===== src/rtl/draw_scheduler.sv =====
// draw_scheduler
//   Sequences box-draw commands from two requesters (for example game logic
//   and the UI overlay) into one DrawBox fill engine. It arbitrates
//   round-robin, latches one command, holds draw_en until the engine reports
//   finished, then holds a release gap until finished is low again. This
//   gap lets the engine restart cleanly.
//
//   Optional feature: define DRAW_TIMEOUT_EN to abort a draw that stays in
//   WAIT for TIMEOUT_CYCLES cycles. An abort sets the sticky timeout_err flag
//   and issues no done_pulse. When the macro is not defined, WAIT holds
//   indefinitely and timeout_err is tied low. The port list is the same in
//   both builds.
//
//   Handshake: a requester's command transfers on a rising edge where its
//   valid and ready are both high. ready is combinational. It is high only in
//   IDLE, only while rst is high, and only for the requester that wins
//   arbitration. Because of this, ready depends on valid and at most one
//   ready is high in any cycle.
//
// Ports
//   clk                 system clock, rising edge
//   rst                 synchronous active-low reset
//   req_a_valid/cmd     requester A command offer (cmd = x0,y0,x1,y1,color)
//   req_a_ready         A's command accepted this cycle
//   req_b_valid/cmd     requester B command offer
//   req_b_ready         B's command accepted this cycle
//   eng_draw_en         to DrawBox draw_en
//   eng_x0/y0/x1/y1     latched coordinates to DrawBox
//   eng_color           latched colour to DrawBox
//   eng_finished        from DrawBox finished
//   busy                registered, high whenever state is not IDLE
//   done_pulse          one-cycle pulse when a box completes
//   grant_id            requester of the current/last command (0 = A, 1 = B)
//   timeout_err         sticky abort flag
module draw_scheduler #(
  parameter int TIMEOUT_CYCLES = 20000,
  parameter int CMD_W          = 56
) (
  input  logic             clk,
  input  logic             rst,
  input  logic             req_a_valid,
  input  logic [CMD_W-1:0] req_a_cmd,
  output logic             req_a_ready,
  input  logic             req_b_valid,
  input  logic [CMD_W-1:0] req_b_cmd,
  output logic             req_b_ready,
  output logic             eng_draw_en,
  output logic [7:0]       eng_x0,
  output logic [7:0]       eng_y0,
  output logic [7:0]       eng_x1,
  output logic [7:0]       eng_y1,
  output logic [23:0]      eng_color,
  input  logic             eng_finished,
  output logic             busy,
  output logic             done_pulse,
  output logic             grant_id,
  output logic             timeout_err
);

  // The WAIT counter is 16 bits wide, so the limit must fit in it.
  if (TIMEOUT_CYCLES < 1 || TIMEOUT_CYCLES > 65535) begin : g_bad_timeout
    $error("draw_scheduler: TIMEOUT_CYCLES must be in 1..65535");
  end

  typedef enum logic [1:0] {
    S_IDLE    = 2'd0,
    S_ISSUE   = 2'd1,
    S_WAIT    = 2'd2,
    S_RELEASE = 2'd3
  } state_t;

  state_t      r_state;
  state_t      w_state_nxt;
  logic        r_draw_en;
  logic        w_draw_en_nxt;
  logic        r_done;
  logic        w_done_nxt;
  logic        r_busy;
  logic        r_grant_id;
  logic [7:0]  r_x0, r_y0, r_x1, r_y1;
  logic [23:0] r_color;
  logic        w_pick_a;
  logic        w_pick_b;
  logic        w_xfer;
  logic [55:0] w_cmd;
  logic        w_to_hit;

  // Arbitration: a lone requester wins. When both are valid, the requester
  // that did not win last time wins (grant_id resets to 1, so A goes first).
  always_comb begin
    w_pick_a = 1'b0;
    w_pick_b = 1'b0;
    if (r_state == S_IDLE && rst) begin
      if (req_a_valid && req_b_valid) begin
        w_pick_a = r_grant_id;
        w_pick_b = ~r_grant_id;
      end else begin
        w_pick_a = req_a_valid;
        w_pick_b = req_b_valid;
      end
    end
  end

  assign req_a_ready = w_pick_a;
  assign req_b_ready = w_pick_b;
  assign w_xfer      = w_pick_a | w_pick_b;
  assign w_cmd       = w_pick_b ? req_b_cmd[55:0] : req_a_cmd[55:0];

  // Next state and next values of the registered outputs.
  always_comb begin
    w_state_nxt   = r_state;
    w_draw_en_nxt = r_draw_en;
    w_done_nxt    = 1'b0;
    case (r_state)
      S_IDLE: begin
        w_draw_en_nxt = 1'b0;
        if (w_xfer) w_state_nxt = S_ISSUE;
      end
      S_ISSUE: begin
        w_draw_en_nxt = 1'b1;
        w_state_nxt   = S_WAIT;
      end
      S_WAIT: begin
        if (eng_finished) begin
          w_draw_en_nxt = 1'b0;
          w_done_nxt    = 1'b1;
          w_state_nxt   = S_RELEASE;
        end else if (w_to_hit) begin
          w_draw_en_nxt = 1'b0;
          w_state_nxt   = S_RELEASE;
        end
      end
      S_RELEASE: begin
        w_draw_en_nxt = 1'b0;
        // Leave only after the engine has dropped finished. This stops a
        // stale finished from ending the next command early.
        if (!eng_finished) w_state_nxt = S_IDLE;
      end
      default: begin
        w_draw_en_nxt = 1'b0;
        w_state_nxt   = S_IDLE;
      end
    endcase
  end

  always_ff @(posedge clk) begin
    if (!rst) begin
      r_state    <= S_IDLE;
      r_draw_en  <= 1'b0;
      r_done     <= 1'b0;
      r_busy     <= 1'b0;
      r_grant_id <= 1'b1;
      r_x0       <= '0;
      r_y0       <= '0;
      r_x1       <= '0;
      r_y1       <= '0;
      r_color    <= '0;
    end else begin
      r_state   <= w_state_nxt;
      r_draw_en <= w_draw_en_nxt;
      r_done    <= w_done_nxt;
      r_busy    <= (w_state_nxt != S_IDLE);
      if (w_xfer) begin
        r_grant_id <= w_pick_b;
        r_x0       <= w_cmd[55:48];
        r_y0       <= w_cmd[47:40];
        r_x1       <= w_cmd[39:32];
        r_y1       <= w_cmd[31:24];
        r_color    <= w_cmd[23:0];
      end
    end
  end

`ifdef DRAW_TIMEOUT_EN
  logic [15:0] r_to_cnt;
  logic        r_timeout_err;

  // The counter is 0 in the first WAIT cycle. When it holds
  // TIMEOUT_CYCLES-1, the draw has spent TIMEOUT_CYCLES cycles in WAIT.
  assign w_to_hit = (r_to_cnt == 16'(TIMEOUT_CYCLES - 1));

  always_ff @(posedge clk) begin
    if (!rst) begin
      r_to_cnt      <= '0;
      r_timeout_err <= 1'b0;
    end else begin
      if (r_state == S_ISSUE)     r_to_cnt <= '0;
      else if (r_state == S_WAIT) r_to_cnt <= r_to_cnt + 16'd1;
      if (r_state == S_WAIT && !eng_finished && w_to_hit) r_timeout_err <= 1'b1;
    end
  end

  assign timeout_err = r_timeout_err;
`else
  assign w_to_hit    = 1'b0;
  assign timeout_err = 1'b0;
`endif

  assign eng_draw_en = r_draw_en;
  assign eng_x0      = r_x0;
  assign eng_y0      = r_y0;
  assign eng_x1      = r_x1;
  assign eng_y1      = r_y1;
  assign eng_color   = r_color;
  assign busy        = r_busy;
  assign done_pulse  = r_done;
  assign grant_id    = r_grant_id;

endmodule


===== config.mk =====
export PLATFORM = sky130hd
export DESIGN_NAME = draw_scheduler
export DESIGN_NICKNAME = d
export VERILOG_FILES = /design/src/rtl/draw_scheduler.sv
export SDC_FILE = /design/constraint.sdc
export NUM_CORES = 1
export LEC_CHECK = 0
export ABC_AREA = 1
export CAP_MARGIN = 20
export CORE_MARGIN = 4
export CORE_UTILIZATION = 40
export DETAILED_ROUTE_END_ITERATION = 8
export GPL_ROUTABILITY_DRIVEN = 0
export GPL_TIMING_DRIVEN = 0
export PLACE_DENSITY_LB_ADDON = 0.1
export SYNTH_ARGS = -nofsm -noshare
export SYNTH_HDL_FRONTEND = slang
export SYNTH_SLANG_ARGS = --single-unit
export TNS_END_PERCENT = 50

===== constraint.sdc =====
create_clock -name clk -period 1.33 [get_ports clk]
set_input_delay 0.133 -clock clk [delete_from_list [all_inputs] [get_ports clk]]
set_output_delay 0.133 -clock clk [all_outputs]
set_load 0.005 [all_outputs]

# Word-level counts from Yosys, hierarchy flattened
# Cells that the tools add are included.
# totals
regBits	62
output_inout_bits	63
wordCells	34
# op_classes
n_eq_ne	4
muxes	12
bitwise_logic	2
n_reduce_logical	6
# op_table
op	count
$mux 56	1
$pmux 2 s4	1
$mux 1	6
$mux 2	3
$eq 2x2->1 const B	2
$pmux 1 s3	1
$eq 2x1->1 const B	1
$logic_and 1x1->1	2
$logic_not 2->1	1
$ne 2x2->1 const B	1
$reduce_and 2->1	1
$reduce_bool 2->1	1
$reduce_or 2->1	1
$not 1->1	1
$or 1x1->1	1

# Logic depth before layout (Yosys ltp)
# logic_depth
ltp_word	7
ltp_mapped	9

# Worst setup path before layout
# OpenSTA, ideal clock, no wires.
# synth_timing
kind	register -> register
from	register r_state[1]
to	register r_color[0], in the netlist eng_color[0]
setup_ns	0.117
arrival_ns	1.084
required_ns	1.213
slack_ns	0.129
path_stages_with_launch	9
n_path_buf	2
cell_sequence	dfxtp_1 nor2_2 nand3_2 nand2_2 buf_8 buf_6 nand2_1 nor2_1 nor2_1
# synth_via
elab_chain_len	4
elab_cells_between_ends	6
# synth_lines
element	line_no	source
from (decl)	72	state_t r_state;
from (signal assigned)	159	r_state <= w_state_nxt;
$logic_not 2->1 (*)	93	if (r_state == S_IDLE && rst) begin
$logic_and 1x1->1 (*)	93	
$mux 1	93	
$mux 56 / $or 1x1->1 (equally long branches)	107, 106	
to (signal assigned)	169	r_color <= w_cmd[23:0];
to (decl)	81	logic [23:0] r_color;
# Every way passes the cells marked *; elsewhere a longest branch is shown, timed or not.
# A chain may end at the register's enable or synchronous reset.

# Worst setup path after layout
# layout_timing
from	register r_state[0]
to	output req_b_ready
# layout_via
elab_chain_len	3
# layout_lines
element	line_no	source
$logic_not 2->1	93	
$logic_and 1x1->1	93	
$mux 1	93	
to (decl)	46	output logic req_b_ready,
# Every way passes these cells.

==> metrics.md <==
| Metric | Value |
|---|---|
| Status | `complete, but fails checks` |
| Failing checks | `setup timing` |
| Post-route ant nets | `0` |
| Worst Hold Class | `in -> reg` |
| FF+latch count, synth | `slightly above 60` |
| Final Setup Violations | `between 40 and 50` |
| Global-route wire length before repair | `roughly 18000 um` |
| Core area | `a little over 8000 sq um` |
| 1st-pass router iterations | `5` |
| Per-cell routed wire length | `between 10 and 15 um` |
| Area leader, netlist | `dfxtp_1` |
| H-tree Lvls | `3` |
| Compound-cell area share of the yosys netlist | `approximately 17%` |
| CTS tree | `built` |
| Mux share of post-synthesis cell area | `0%` |
| Max clock buf depth | `2` |
| Gr usage total | `around 22%` |
| P per Cell Area | `roughly 1000 nW/um^2` |
| Syn Nets | `647` |
| CTS Buf Count | `9` |
| Yosys top cell area share | `about 37%` |
| Detailed placer's ending HPWL | `8238 um` |
| Largest family of logic cells by synthesized area | `simple AND/OR/NAND/NOR gates` |
| Post-Syn Area per Cell | `between 6 and 7 sq um` |
| Final worst path period share | `108.5%` |
| Max IR drop VDD | `around 0.49 mV` |
| Commonest non-fill, non-tap cell in the layout | `clkdlybuf4s50_1` |
| Core Rows | `33` |
| Setup Skew | `10.06 ps` |
| Syn-to-layout area delta | `72.62%` |
| Synth cell types | `23` |
| Total number of vias | `between 4000 and 5000` |
| Clock slew at reported path FFs | `around 70 ps` |
| Design Area, Final | `5797 sq um` |
| Initial antenna violation count | `0` |
| Die Y | `about 100 um` |
| Diode count | `0` |
| Setup crit start kind | `flop` |
| CTS root buffer | `clkbuf_8` |
| Post-place instance area | `~5300 sq um` |
| Synth Cell Area | `roughly 3400 sq um` |
| Fin. max-slew vios | `0` |
| Mapped Cells | `530` |
| Vias in the first global route | `roughly 3800` |
| Final Worst Setup Slack | `-113.4 ps` |
| Routed vias/inst | `about 4.8` |
| Sequential cell area fraction in the yosys report | `between 30% and 40%` |
| Most frequent cells in the layout | `clkdlybuf4s50_1 (122), nor2_1 (117), inv_1 (62)` |
| WHS Endpoint | `done_pulse` |
| Drt initial violations | `approximately 140` |
| Share of cells above drive strength 1 | `between 10% and 20%` |
| Synth top area cells | `dfxtp_1 (37%), nor2_1 (13%), nand3_1 (8.6%), a21oi_1 (8.5%), inv_1 (7.0%)` |
| Die W | `approximately 100 um` |
| CP required | `between 1000 and 1500 ps` |
| Die ar. | `just under 10000 sq um` |
| # DRC | `0` |
| Clock sink count | `between 60 and 70` |
| P_leak | `about 3.2 nW` |
| R2r setup slk | `-40 ps` |
| Xor and xnor area share after synthesis | `0%` |
| Synth warnings | `0` |
| FF-to-FF End | `eng_x0[6]` |
| Post-Layout Cell Count | `around 840` |
| Hold path depth | `4` |
| Critical Path AT | `roughly 1300 ps` |
| Total power | `between 5 and 6 mW` |
| FF-to-FF path depth | `9` |
| Num ports | `180` |
| RSZ-0062 raised after global routing | `true` |
| Total Routed Length | `about 11000 um` |
| Total Nets Final | `848` |
| Critical path class | `reg -> out` |
| Total grt overflow | `0` |
| Hold Startpoint | `rst` |
| Synth Area in Simple Gates | `~30%` |
| Clk Latency, worst-skew pair | `approximately 340 ps` |
| Starting Density | `41.08%` |
| Port Buffers | `between 150 and 200` |
| Worst Path Max Fanout | `3` |
| CP endpoint kind | `output port` |
| Adder-Cell Fraction of Synth Area | `0%` |
| Tmin final | `roughly 1400 ps` |
| Hold Fails Final Rpt | `0` |
| Reg-to-Reg Start | `r_state[0]` |
| Fmax | `slightly below 700 MHz` |
| Inst Count DP | `between 800 and 900` |
| Largest net degree at the start of global routing | `11` |
| Max Cap Viol | `0` |
-- kinds of logic (layout without fill, tap and decap cells) --
family / after synthesis / count (layout)
other: 1 / 1
AO/OA/AOI/OAI: 115 / 115
buffers and inverters: 108 / 312
AND/OR/NAND/NOR: 244 / 244
flip-flops: 62 / 62
-- cells in the mapped netlist, drive strengths merged --
library cell    n
inv            64
conb            1
nor3            2
a21oi          58
dfxtp          62
nand3          59
o21ai          57
buf            32
nand2          62
clkbuf         12
nor2          120
or2             1
-- worst max path at each step --
stage,to,from,cells past startpoint,slack (ps)
2_1_floorplan,eng_color[0],r_state[1],8,130
3_3_place_gp,req_b_ready,req_b_valid,8,-910
3_5_place_dp,req_b_ready,req_b_valid,8,-930
4_1_cts,req_b_ready,r_state[0],8,-130
5_1_grt,req_b_ready,r_state[0],8,-180
6_report,req_b_ready,r_state[0],8,-110
-- worst max-delay path, stage by stage, from the launching register on --
cell and delay, ps:
dfxtp_4 370, inv_4 60, nand2_4 50, nor2_4 90, buf_6 120, buf_6 100, nand2_4 40, inv_2 40
buf_6 80
-- registers in the layout, indices dropped and copies added (netlist names) --
name,count
eng_color,24
eng_x0,8
eng_x1,8
eng_y0,8
eng_y1,8
r_state,2
busy,1
done_pulse,1
eng_draw_en,1
grant_id,1
-- stage by stage --
stage | setup slack (ps) | hold WS, ps | utilization, % | TNS, ps
finish | -113.4 | 215.2 | 70.91 | -742.9
CTS | -130.1 | 125.5 | 68.06 | -4153
global placement | -911.9 | 483.2 | 64.36 | -27330
global route | -179.6 | 228.1 | 70.91 | -6140
detailed placement | -933.0 | 482.4 | 64.36 | -28820
floorplan | 129.2 | 283.8 | - | 0
-- power breakdown --
part / internal, mW / switching, mW
Combinational: 1.18 / 0.985
Clock: 0.807 / 0.719
Sequential: 2.11 / 0.128
Total: 4.10 / 1.83
-- per-layer routing --
layer | share of wire (%) | global-route usage, % | vias up
li1 | - | - | 2071
met1 | 41 | 27.36 | 1811
met2 | 48 | 36.88 | 140
met3 | 8.9 | 5.820 | 13
met4 | 1.6 | 8.298 | 0
met5 | 0 | 0 | -
-- cell type report --
class / count / area [sq um]
Clock buffer: 13 / 168.9
Buffer: 44 / 386.6
Inverter: 64 / 242.7
Sequential cell: 62 / 1254
Fill cell: 720 / 2379
Clock inverter: 1 / 5.005
Tap cell: 105 / 131.4
Timing Repair Buffer: 190 / 1966
Multi-Input combinational cell: 360 / 1643
-- what timing repair did --
item / CTS / global route
endpoints found under the setup margin: 78 / 97
setup buffers: 9 / 3
cloned: 0 / 1
pin swaps: 2 / 2
resized for setup: 54 / 76
hold buffers: 0 / 0
No activity file was read; power rests on OpenSTA's default activity.
